File: src/rtl/countdown_pkg.sv
// Shared types and default geometry for the N:M countdown timer.
package countdown_pkg;

   typedef enum logic [1:0] {
      ST_IDLE = 2'd0,
      ST_RUN  = 2'd1,
      ST_HOLD = 2'd2,
      ST_DONE = 2'd3
   } state_e;

   localparam int unsigned DEF_M_MOD = 13;
   localparam int unsigned DEF_N_MOD = 10;
   localparam int unsigned DEF_M_W   = 4;
   localparam int unsigned DEF_N_W   = 4;

endpackage

File: src/rtl/down_digit.sv
// Generic modulo-K down-counting digit; wraps 0 -> K-1 and flags the borrow.
module down_digit #(
   parameter int unsigned K = 10,
   parameter int unsigned W = 4
) (
   input  logic         clk,
   input  logic         reset,
   input  logic         load,
   input  logic [W-1:0] load_val,
   input  logic         dec_in,
   output logic [W-1:0] count,
   output logic         zero,
   output logic         borrow_out
);

   logic [W-1:0] count_q;
   logic [W-1:0] count_d;

   assign zero       = (count_q == '0);
   assign borrow_out = dec_in && zero;
   assign count      = count_q;

   always_comb begin
      count_d = count_q;
      if (load) begin
         count_d = load_val;
      end else if (dec_in) begin
         count_d = zero ? W'(K - 1) : count_q - W'(1);
      end
   end

   always_ff @(posedge clk) begin
      if (reset) begin
         count_q <= '0;
      end else begin
         count_q <= count_d;
      end
   end

endmodule

File: src/rtl/countdown_nm.sv
// Loadable two-digit N:M countdown timer with one-cycle done/borrow pulses.
// Build with COUNTDOWN_NM_AUTO_RELOAD_EN for a periodic (auto-reloading) timer.
module countdown_nm
   import countdown_pkg::*;
#(
   parameter int unsigned M_MOD = DEF_M_MOD,
   parameter int unsigned N_MOD = DEF_N_MOD,
   parameter int unsigned M_W   = DEF_M_W,
   parameter int unsigned N_W   = DEF_N_W
) (
   input  logic           clk,
   input  logic           reset,
   input  logic           enable,
   input  logic           load,
   input  logic [N_W-1:0] load_N,
   input  logic [M_W-1:0] load_M,
   input  logic           start,
   input  logic           pause,
   output logic [N_W-1:0] count_N,
   output logic [M_W-1:0] count_M,
   output logic           borrow_out_M,
   output logic           done,
   output logic           busy
);

   state_e         state_q, state_d;
   logic [N_W-1:0] preset_n_q;
   logic [M_W-1:0] preset_m_q;
   logic           done_q, done_d;
   logic           borrow_q, borrow_d;
   logic           busy_q, busy_d;

   logic           dig_load_c, use_preset_c, dec_c;
   logic [N_W-1:0] ld_n_c, dig_n_val_c;
   logic [M_W-1:0] ld_m_c, dig_m_val_c;
   logic           m_zero, n_zero, m_borrow, n_borrow_unused;
   logic           cnt_zero_c, preset_zero_c, term_c;

   // Out-of-range presets saturate at modulus-1.
   assign ld_n_c = (32'(load_N) >= N_MOD) ? N_W'(N_MOD - 1) : load_N;
   assign ld_m_c = (32'(load_M) >= M_MOD) ? M_W'(M_MOD - 1) : load_M;

   assign dig_n_val_c   = use_preset_c ? preset_n_q : ld_n_c;
   assign dig_m_val_c   = use_preset_c ? preset_m_q : ld_m_c;
   assign cnt_zero_c    = n_zero && m_zero;
   assign preset_zero_c = (preset_n_q == '0) && (preset_m_q == '0);
   assign term_c        = n_zero && (count_M == M_W'(1));

   down_digit #(.K(M_MOD), .W(M_W)) u_digit_m (
      .clk        (clk),
      .reset      (reset),
      .load       (dig_load_c),
      .load_val   (dig_m_val_c),
      .dec_in     (dec_c),
      .count      (count_M),
      .zero       (m_zero),
      .borrow_out (m_borrow)
   );

   down_digit #(.K(N_MOD), .W(N_W)) u_digit_n (
      .clk        (clk),
      .reset      (reset),
      .load       (dig_load_c),
      .load_val   (dig_n_val_c),
      .dec_in     (m_borrow),
      .count      (count_N),
      .zero       (n_zero),
      .borrow_out (n_borrow_unused)
   );

   always_ff @(posedge clk) begin
      if (reset) begin
         state_q <= ST_IDLE;
      end else begin
         state_q <= state_d;
      end
   end

   always_comb begin
      state_d = state_q;
      if (load) begin
         state_d = ST_IDLE;
      end else begin
         unique case (state_q)
            ST_IDLE: if (start) state_d = cnt_zero_c ? ST_DONE : ST_RUN;
            ST_DONE: if (start) state_d = preset_zero_c ? ST_DONE : ST_RUN;
            ST_RUN: begin
               if (pause) begin
                  state_d = ST_HOLD;
               end else if (enable && term_c) begin
`ifdef COUNTDOWN_NM_AUTO_RELOAD_EN
                  state_d = preset_zero_c ? ST_DONE : ST_RUN;
`else
                  state_d = ST_DONE;
`endif
               end
            end
            ST_HOLD: if (!pause) state_d = ST_RUN;
            default: state_d = ST_IDLE;
         endcase
      end
   end

   // Digit controls and next values of the registered pulse/status outputs.
   always_comb begin
      dig_load_c   = 1'b0;
      use_preset_c = 1'b0;
      dec_c        = 1'b0;
      done_d       = 1'b0;
      borrow_d     = 1'b0;
      busy_d       = (state_d == ST_RUN) || (state_d == ST_HOLD);
      if (load) begin
         dig_load_c = 1'b1;
      end else begin
         unique case (state_q)
            ST_IDLE: done_d = start && cnt_zero_c;
            ST_DONE: begin
               if (start) begin
                  dig_load_c   = 1'b1;
                  use_preset_c = 1'b1;
                  done_d       = preset_zero_c;
               end
            end
            ST_RUN: begin
               if (!pause && enable && !cnt_zero_c) begin
                  dec_c    = 1'b1;
                  borrow_d = m_zero;
                  done_d   = term_c;
`ifdef COUNTDOWN_NM_AUTO_RELOAD_EN
                  if (term_c && !preset_zero_c) begin
                     dig_load_c   = 1'b1;
                     use_preset_c = 1'b1;
                  end
`endif
               end
            end
            default: ;
         endcase
      end
   end

   always_ff @(posedge clk) begin
      if (reset) begin
         preset_n_q <= '0;
         preset_m_q <= '0;
         done_q     <= 1'b0;
         borrow_q   <= 1'b0;
         busy_q     <= 1'b0;
      end else begin
         if (load) begin
            preset_n_q <= ld_n_c;
            preset_m_q <= ld_m_c;
         end
         done_q   <= done_d;
         borrow_q <= borrow_d;
         busy_q   <= busy_d;
      end
   end

   assign done         = done_q;
   assign borrow_out_M = borrow_q;
   assign busy         = busy_q;

endmodule

File: config.mk
export PLATFORM = sky130hd
export DESIGN_NAME = countdown_nm
export DESIGN_NICKNAME = d
export VERILOG_FILES = /design/src/rtl/countdown_pkg.sv /design/src/rtl/down_digit.sv /design/src/rtl/countdown_nm.sv
export SDC_FILE = /design/constraint.sdc
export NUM_CORES = 1
export LEC_CHECK = 0
export ABC_CLOCK_PERIOD_IN_PS = 7140
export CORE_MARGIN = 3
export CORE_UTILIZATION = 54
export DETAILED_ROUTE_END_ITERATION = 16
export PLACE_DENSITY = 0.84
export REMOVE_ABC_BUFFERS = 1
export SLEW_MARGIN = 20
export SYNTH_ARGS = -nofsm -noshare
export SYNTH_HDL_FRONTEND = slang
export SYNTH_HIERARCHICAL = 1
export SYNTH_SLANG_ARGS = --single-unit
File: constraint.sdc
create_clock -name clk -period 7.14 [get_ports clk]
set_input_delay 2.142 -clock clk [delete_from_list [all_inputs] [get_ports clk]]
set_output_delay 2.142 -clock clk [all_outputs]
set_load 0.02 [all_outputs]
Word level (Yosys, flattened, before mapping)
Index checks and enable logic that the tools add are counted.

Logic and storage cells: 69. Output and inout port bits: 11. Flip-flop bits (word level): 21.

Equality and inequality tests: 6. Reductions and logical operators: 20. Bitwise gates (word level): 2. $add $sub $neg: 2. Mux-type cells: 29. $lt $le $gt $ge: 2.

Operators with widths (number): $mux W4 (10); $logic_not A4 Y1 (4); $mux W2 (8); $mux W1 (9); $ge A4 B4 Y1 const B (2); $logic_and A1 B1 Y1 (8); $pmux W2 S4 (1); $sub A4 B1 Y4 const B (2); $eq A2 B2 Y1 const B (3); $eq A2 B1 Y1 const B (2); $eq A4 B1 Y1 const B (1); $reduce_bool A2 Y1 (2); $reduce_or A4 Y1 (1); $pmux W1 S3 (1); $logic_not A1 Y1 (2); $logic_not A2 Y1 (1); $not A1 Y1 (2); $reduce_or A2 Y1 (1); $logic_or A1 B1 Y1 (1).

Logic depth before layout (Yosys ltp)
Gate-level depths: netlist of the first run.

Depth in word-level cells: 10. Gate-level depth with buffers: 9. Depth with buffers taken out: 8.

Modules after synthesis
Netlist of the first run, hierarchy kept.

By module, submodules not included: countdown_nm (instances 1, cells each 89, area each 734.5 um2, sequential area each 260.2 um2); down_digit at u_digit_n (instances 1, cells each 26, area each 234.0 um2, sequential area each 80.1 um2); down_digit at u_digit_m (instances 1, cells each 28, area each 225.2 um2, sequential area each 80.1 um2).

Worst setup path after synthesis of the first run
No wires, ideal clock.

Path type: input to register. Start point: in pause. End point: reg u_digit_n.count_q[1] (netlist: u_digit_n/count[1]). Required time: 7.054 ns. Data arrival time: 4.004 ns. Stages on the path: 8. Slack: 3.049 ns. Cell sequence: nand4bb_1 > a21oi_1 > nor2b_1 > or3b_4 > nor3_1 > nand2b_1 > or3_1 > a221oi_2.

Longest elaborated chain between the ends: 8.

RTL lines: from (decl) (line countdown_nm.sv:18) `input logic pause,`; $logic_not A1 Y1 (line countdown_nm.sv:125) `if (!pause && enable && !cnt_zero_c) begin`; $logic_and A1 B1 Y1 (2 in a row) (line countdown_nm.sv:125); $mux W1 (line countdown_nm.sv:125); $mux W1 (line countdown_nm.sv:115) `unique case (state_q)`; $mux W1 (line countdown_nm.sv:112) `if (load) begin`; via dec_c (line countdown_nm.sv:33) `logic dig_load_c, use_preset_c, dec_c;`; $logic_and A1 B1 Y1 (line down_digit.sv:20) `assign borrow_out = dec_in && zero;`; via m_borrow (line countdown_nm.sv:36) `logic m_zero, n_zero, m_borrow, n_borrow_unused;`; $reduce_bool A2 Y1 (no line); to (signal assigned) (line down_digit.sv:36) `count_q <= count_d;`; to (decl) (line down_digit.sv:16) `logic [W-1:0] count_q;`.

The timed path passes the listed nets, and every way through them passes these cells. A chain may end at the register's enable or synchronous reset.

Worst setup path after layout of the first run
Start point: in pause. End point: reg u_digit_n.count_q[2] (netlist: u_digit_n/count[2]).

Same word-level chain as after synthesis.

==> results of run 1 <==
power breakdown:
part,switching (mW),internal [mW]
logic,0.0236,0.0244
clock network,0.0366,0.0218
registers,0.00820,0.124
total,0.0684,0.170
cell type report:
class | instances | area (sq um) | share of cell area (%)
Multi-Input combinational cell | 107 | 702 | 48.4
Tap cell | 27 | 33.8 | 2.33
Inverter | 7 | 26.3 | 1.81
Clock buffer | 4 | 26.3 | 1.81
Sequential cell | 21 | 420 | 29.0
Timing Repair Buffer | 24 | 240 | 16.6
metrics by stage:
step | instances | utilization, % | cell area (sq um)
floorplan | 135 | - | 1150
global placement | 186 | 70.4 | 1420
detailed placement | 186 | 70.4 | 1420
CTS | 190 | 71.7 | 1450
global route | 190 | 71.7 | 1450
finish | 190 | 71.7 | 1450
worst max-delay path by stage:
| stage | cells past startpoint | end |
|---|---|---|
| 2_1_floorplan | 8 | u_digit_n/count[1]$_SDFFE_PP0P_ |
| 5_1_grt | 9 | u_digit_n/count[2]$_SDFFE_PP0P_ |
| 4_1_cts | 9 | u_digit_n/count[2]$_SDFFE_PP0P_ |
| 6_report | 9 | u_digit_n/count[2]$_SDFFE_PP0P_ |
| 3_5_place_dp | 9 | u_digit_n/count[2]$_SDFFE_PP0P_ |
| 3_3_place_gp | 9 | u_digit_n/count[1]$_SDFFE_PP0P_ |
flip-flops by register name, summed over array words and instances (netlist names):
name and cells:
busy 1, done 1, preset_n_q 4, preset_m_q 4
borrow_out_M 1, u_digit_m/count 4, u_digit_n/count 4, state_q 2
placed cells by master, fill, tap and decap left out, types with 3 or more instances in the layout:
| master | instances |
|---|---|
| mux2i_1 | 4 |
| nand2_1 | 14 |
| o21ai_1 | 4 |
| nor4_1 | 4 |
| dfxtp_1 | 21 |
| a21oi_1 | 12 |
| clkdlybuf4s50_1 | 24 |
| clkbuf_4 | 3 |
| and2_1 | 3 |
| nand3b_1 | 3 |
| nor2_1 | 13 |
| nand2b_1 | 8 |
| mux2_1 | 3 |
| inv_1 | 7 |
worst reg2reg max path, cell delays in order (launching register included):
cell and delay [ps]:
dfxtp_1 520, nand4bb_1 130, a21oi_1 190, nor2b_1 250, or3b_4 430, nor3_1 430
nor4b_4 330, nand2_1 100, a311oi_1 290
routing by layer:
layer / track usage, % / wire [microns] / vias to the layer above
li1: - / - / 549
met1: 26.3 / 1160 / 489
met2: 31.8 / 1120 / 35
met3: 2.54 / 132 / 4
met4: 8.94 / 39 / 0
met5: 0 / 0 / -
==> metrics.md, run 1 <==
| Metric | Value |
|---|---|
| Syn Std Cell Area | `1190 sq um` |
| Drt wl/cell | `12.9 microns` |
| CTS clock-pin slew for the worst setup and hold paths | `~120 ps` |
| Final setup viols | `0` |
| CP Class | `input port to flop` |
| Die area | `about 2800 sq um` |
| CP max-delay cell | `clkdlybuf4s50_1` |
| Crit start category | `input port` |
| Initial cell density of the core | `between 50% and 60%` |
| VDD IR max | `between 0.0001 and 0.00015 V` |
| First drt pass iteration count | `4` |
| Largest net degree at the start of global routing | `18` |
| CP Cell Sequence | `clkdlybuf4s50_1, nand4bb_1, a21oi_1, nor2b_1, or3b_4, nor3_1, nor4b_4, nand2_1, a311oi_1` |
| Critical path origin | `pause` |
| # IOs | `25` |
| Die Ht | `approximately 53 microns` |
| Maximum clock frequency | `217 MHz` |
| Tightest Hold Check Type | `flop to flop` |
| DIE WIDTH | `between 50 and 60 microns` |
| Initial antenna violation count | `0` |
| Yosys warnings | `6` |
| Clk_lat worst skew | `~310 ps` |
| Cells on Worst Hold Path | `2` |
| CP peak stage delay | `between 400 and 500 ps` |
| RSZ-0062 raised after global routing | `false` |
| Endpoints failing hold | `0` |
| Remaining DRCs | `0` |
| # clock sinks | `21` |
| Hold Path End | `preset_m_q[1]$_SDFFE_PP0P_` |
| Maximum capacitance violations | `0` |
| Pre-CTS setup slack | `2240 ps` |
| Antenna viol nets, final | `0` |
| Tcrit/Tclk final | `roughly 65%` |
| Routability Congestion | `between 0.7 and 0.8` |
| Final-layout fill cell count | `163` |
| Cells after Synth | `approximately 140` |
| Vias | `roughly 1,100` |
| Skew final | `roughly 5 ps` |
| Final net count | `about 180` |
| Final Hold Slack | `roughly 500 ps` |
| Status | `finished, final reports clean` |
| Final worst slack | `around 2500 ps` |
| Worst r2r dst | `u_digit_n/count[2]$_SDFFE_PP0P_` |
| Final HPWL from detailed placement | `roughly 1800 microns` |
| CP delay by family, top | `simple AND/OR/NAND/NOR gates` |
| PostCTS Resize Cnt | `0` |
| Routed WL | `about 2500 microns` |
| Post-CTS Setup Inserts | `0` |
| Root Buffer | `clkbuf_4` |
| Leak pwr | `about 0.52 nW` |
| Worst path required time | `7340 ps` |
| Avg Inst Size Synth | `approximately 8.4 sq um` |
| Slew @ Worst Pin | `660 ps` |
| # hold bufs at CTS | `0` |
| Clock buffer depth | `2` |
| Core area | `a little over 2000 sq um` |
| Crit Path Max Fanout | `5` |
| Via count of the first global-routing pass | `just over 900` |
| Final setup TNS | `0 ps` |
| FF-to-FF setup slack | `between 4000 and 5000 ps` |
| CP Buf/Inv Count | `1` |
| Min-delay src | `preset_m_q[1]$_SDFFE_PP0P_` |
| Antenna diode count | `0` |
| Site Rows | `16` |
| Reg2reg start | `state_q[0]$_SDFF_PP0_` |
| H-tree Lvls | `1` |
| Max_slew headroom | `between 50 and 60%` |
| GRT overflow | `0` |
| Detail-routed via count per cell | `approximately 5.7` |
| Initial DRC Count | `28` |
| Fin. max-slew vios | `0` |
| Layout area overhead | `21.9%` |
| WP data arrival | `4820 ps` |
| First-pass GRT wire length | `4090 microns` |
| CP Capture Type | `flop` |
| IO buf count | `24` |
| Pwr Density | `164 nW/um^2` |
| Layout cells sized above 1 | `approximately 7.4%` |
| CTS buffer count | `3` |
| Power Total | `approximately 0.24 mW` |
| Gr usage total | `just under 20%` |
| TritonCTS clock tree | `built` |
| Tmin final | `about 4600 ps` |
| Worst r2r path cells | `8` |
Power figures use the tool's default switching activity.
==> run 2, diff against run 1 <==
- ABC_CLOCK_PERIOD_IN_PS: 7140 -> 4400
- CORE_UTILIZATION: 54 -> 50
- PLACE_DENSITY: 0.84 -> 0.78
- clock period: 7.14 -> 4.4 ns (I/O delays scaled with it)
==> metrics.md, run 2 (synthesis results as in run 1) <==
| Metric | Value |
|---|---|
| Status | `finished, final reports clean` |
| Die Ht | `54.8 microns (+3.5%)` |
| Power Total | `0.390 mW (+63%)` |
| # clock sinks | `21 (unchanged)` |
| Final net count | `179 (+0.56%)` |
| VDD IR max | `0.000196 V (+65%)` |
| Worst r2r path cells | `8 (unchanged)` |
| Drt wl/cell | `13.9 microns (+7.6%)` |
| Vias | `1,096 (+1.8%)` |
| WP data arrival | `4060 ps (-760 ps)` |
| Antenna viol nets, final | `0 (unchanged)` |
| Die area | `3000 sq um (+7.1%)` |
| Skew final | `12.6 ps (+7.59 ps)` |
| Gr usage total | `20.5% (+0.71 points)` |
| Crit start category | `input port` |
| Worst path required time | `4630 ps (-2710 ps)` |
| DIE WIDTH | `54.8 microns (+3.5%)` |
| CTS clock-pin slew for the worst setup and hold paths | `130 ps (about the same)` |
| Reg2reg start | `u_digit_n/count[0]$_SDFFE_PP0P_` |
| Fin. max-slew vios | `0 (unchanged)` |
| TritonCTS clock tree | `built` |
| Clock buffer depth | `2 (unchanged)` |
| Maximum clock frequency | `261 MHz` |
| Slew @ Worst Pin | `708 ps (+47.8 ps)` |
| Core area | `2230 sq um (+10%)` |
| Remaining DRCs | `0 (unchanged)` |
| First drt pass iteration count | `4 (unchanged)` |
| Endpoints failing hold | `0 (unchanged)` |
| Site Rows | `17 (+1)` |
| Final setup TNS | `0 ps (unchanged)` |
| Commonest non-fill, non-tap cell in the layout | `clkdlybuf4s50_1` |
| Initial DRC Count | `18 (-36%)` |
| PostCTS Resize Cnt | `0 (unchanged)` |
| Via count of the first global-routing pass | `1,011 (+8.5%)` |
| Largest net degree at the start of global routing | `18 (unchanged)` |
| Antenna diode count | `0 (unchanged)` |
| Final setup viols | `0 (unchanged)` |
| Crit Path Max Fanout | `5 (unchanged)` |
| Pwr Density | `267 nW/um^2 (+62%)` |
| Detail-routed via count per cell | `5.71 (+0.70%)` |
| Layout area overhead | `22.9%` |
| Initial cell density of the core | `53.2% (-5.6 points)` |
| Cells on Worst Hold Path | `2 (unchanged)` |
| Routed WL | `2670 microns (+8.8%)` |
| H-tree Lvls | `1 (unchanged)` |
| Max_slew headroom | `52.4% (-3.2 points)` |
| CTS buffer count | `3 (unchanged)` |
| Initial antenna violation count | `0 (unchanged)` |
| GRT overflow | `0 (unchanged)` |
| Root Buffer | `clkbuf_4` |
| # hold bufs at CTS | `0 (unchanged)` |
| CP Class | `input port to flop` |
| Maximum capacitance violations | `0 (unchanged)` |
| Tcrit/Tclk final | `between 80 and 90%` |
| Clk_lat worst skew | `310 ps (about the same)` |
| Min-delay src | `preset_n_q[1]$_SDFFE_PP0P_` |
| Layout cells sized above 1 | `8.54% (+1.2 points)` |
| Most frequent cells in the layout | `clkdlybuf4s50_1, dfxtp_1, nand2_1` |
| Post-CTS Setup Inserts | `0 (unchanged)` |
| Leak pwr | `0.528 nW (+0.72%)` |
| IO buf count | `24 (unchanged)` |
| Tightest Hold Check Type | `flop to flop` |
| Routability Congestion | `0.858 (+8.7%)` |
| # IOs | `25 (unchanged)` |
| First-pass GRT wire length | `4450 microns (+8.8%)` |
| CP Capture Type | `flop` |
| Final HPWL from detailed placement | `2000 microns (+9.4%)` |
| RSZ-0062 raised after global routing | `false` |
| Tmin final | `~3800 ps` |
| Critical path origin | `pause` |
run 2: through the flow:
| stage | hold WS (ps) | area, sq um | setup WS [ps] | instances | util [%] |
|---|---|---|---|---|---|
| 4_1_cts | 504 | 1460 | 572 | 192 | 65.4 |
| 2_1_floorplan | 456 | 1150 | 1130 | 135 | - |
| 3_5_place_dp | 483 | 1430 | 251 | 188 | 64.1 |
| 6_report | 505 | 1460 | 565 | 192 | 65.4 |
| 3_3_place_gp | 481 | 1430 | 462 | 188 | 64.1 |
| 5_1_grt | 522 | 1460 | 340 | 192 | 65.4 |
run 2: power breakdown:
| group | switching (mW) | internal [mW] |
|---|---|---|
| registers | 0.0138 | 0.201 |
| clock network | 0.0607 | 0.0346 |
| logic | 0.0396 | 0.0402 |
run 2: worst max-delay path: stages:
cell and delay [ps]:
clkdlybuf4s50_1 470, nand4bb_1 210, a21oi_1 210, nor2b_1 250
or3b_4 420, nor3_1 460, nor4b_4 350, xnor2_1 130
a211oi_2 240
run 2: path summary, 6_finish.rpt:
path,endpoint,slack [ps]
setup / recovery,u_digit_n/count[3]$_SDFFE_PP0P_,560
hold / removal,preset_n_q[1]$_SDFFE_PP0P_,500
setup reg to reg,u_digit_n/count[3]$_SDFFE_PP0P_,1580
hold reg to reg,preset_n_q[1]$_SDFFE_PP0P_,500
run 2: metal layers:
layer / wire length [microns] / global-route usage [%] / up-vias / part of all wire [%]
li1: - / - / 547 / -
met1: 1150 / 25.3 / 514 / 43
met2: 1350 / 34.6 / 29 / 51
met3: 112 / 2.45 / 6 / 4.2
met4: 55 / 10.4 / 0 / 2.1
met5: 0 / 0 / - / 0
run 2: final cells by class:
type / count / area, sq um
fill: 203 / 772
tap: 28 / 35.0
multi-input combinational: 107 / 702
clock inverter: 1 / 7.51
inverter: 7 / 26.3
timing repair buffer: 25 / 248
sequential: 21 / 420
clock buffer: 3 / 22.5
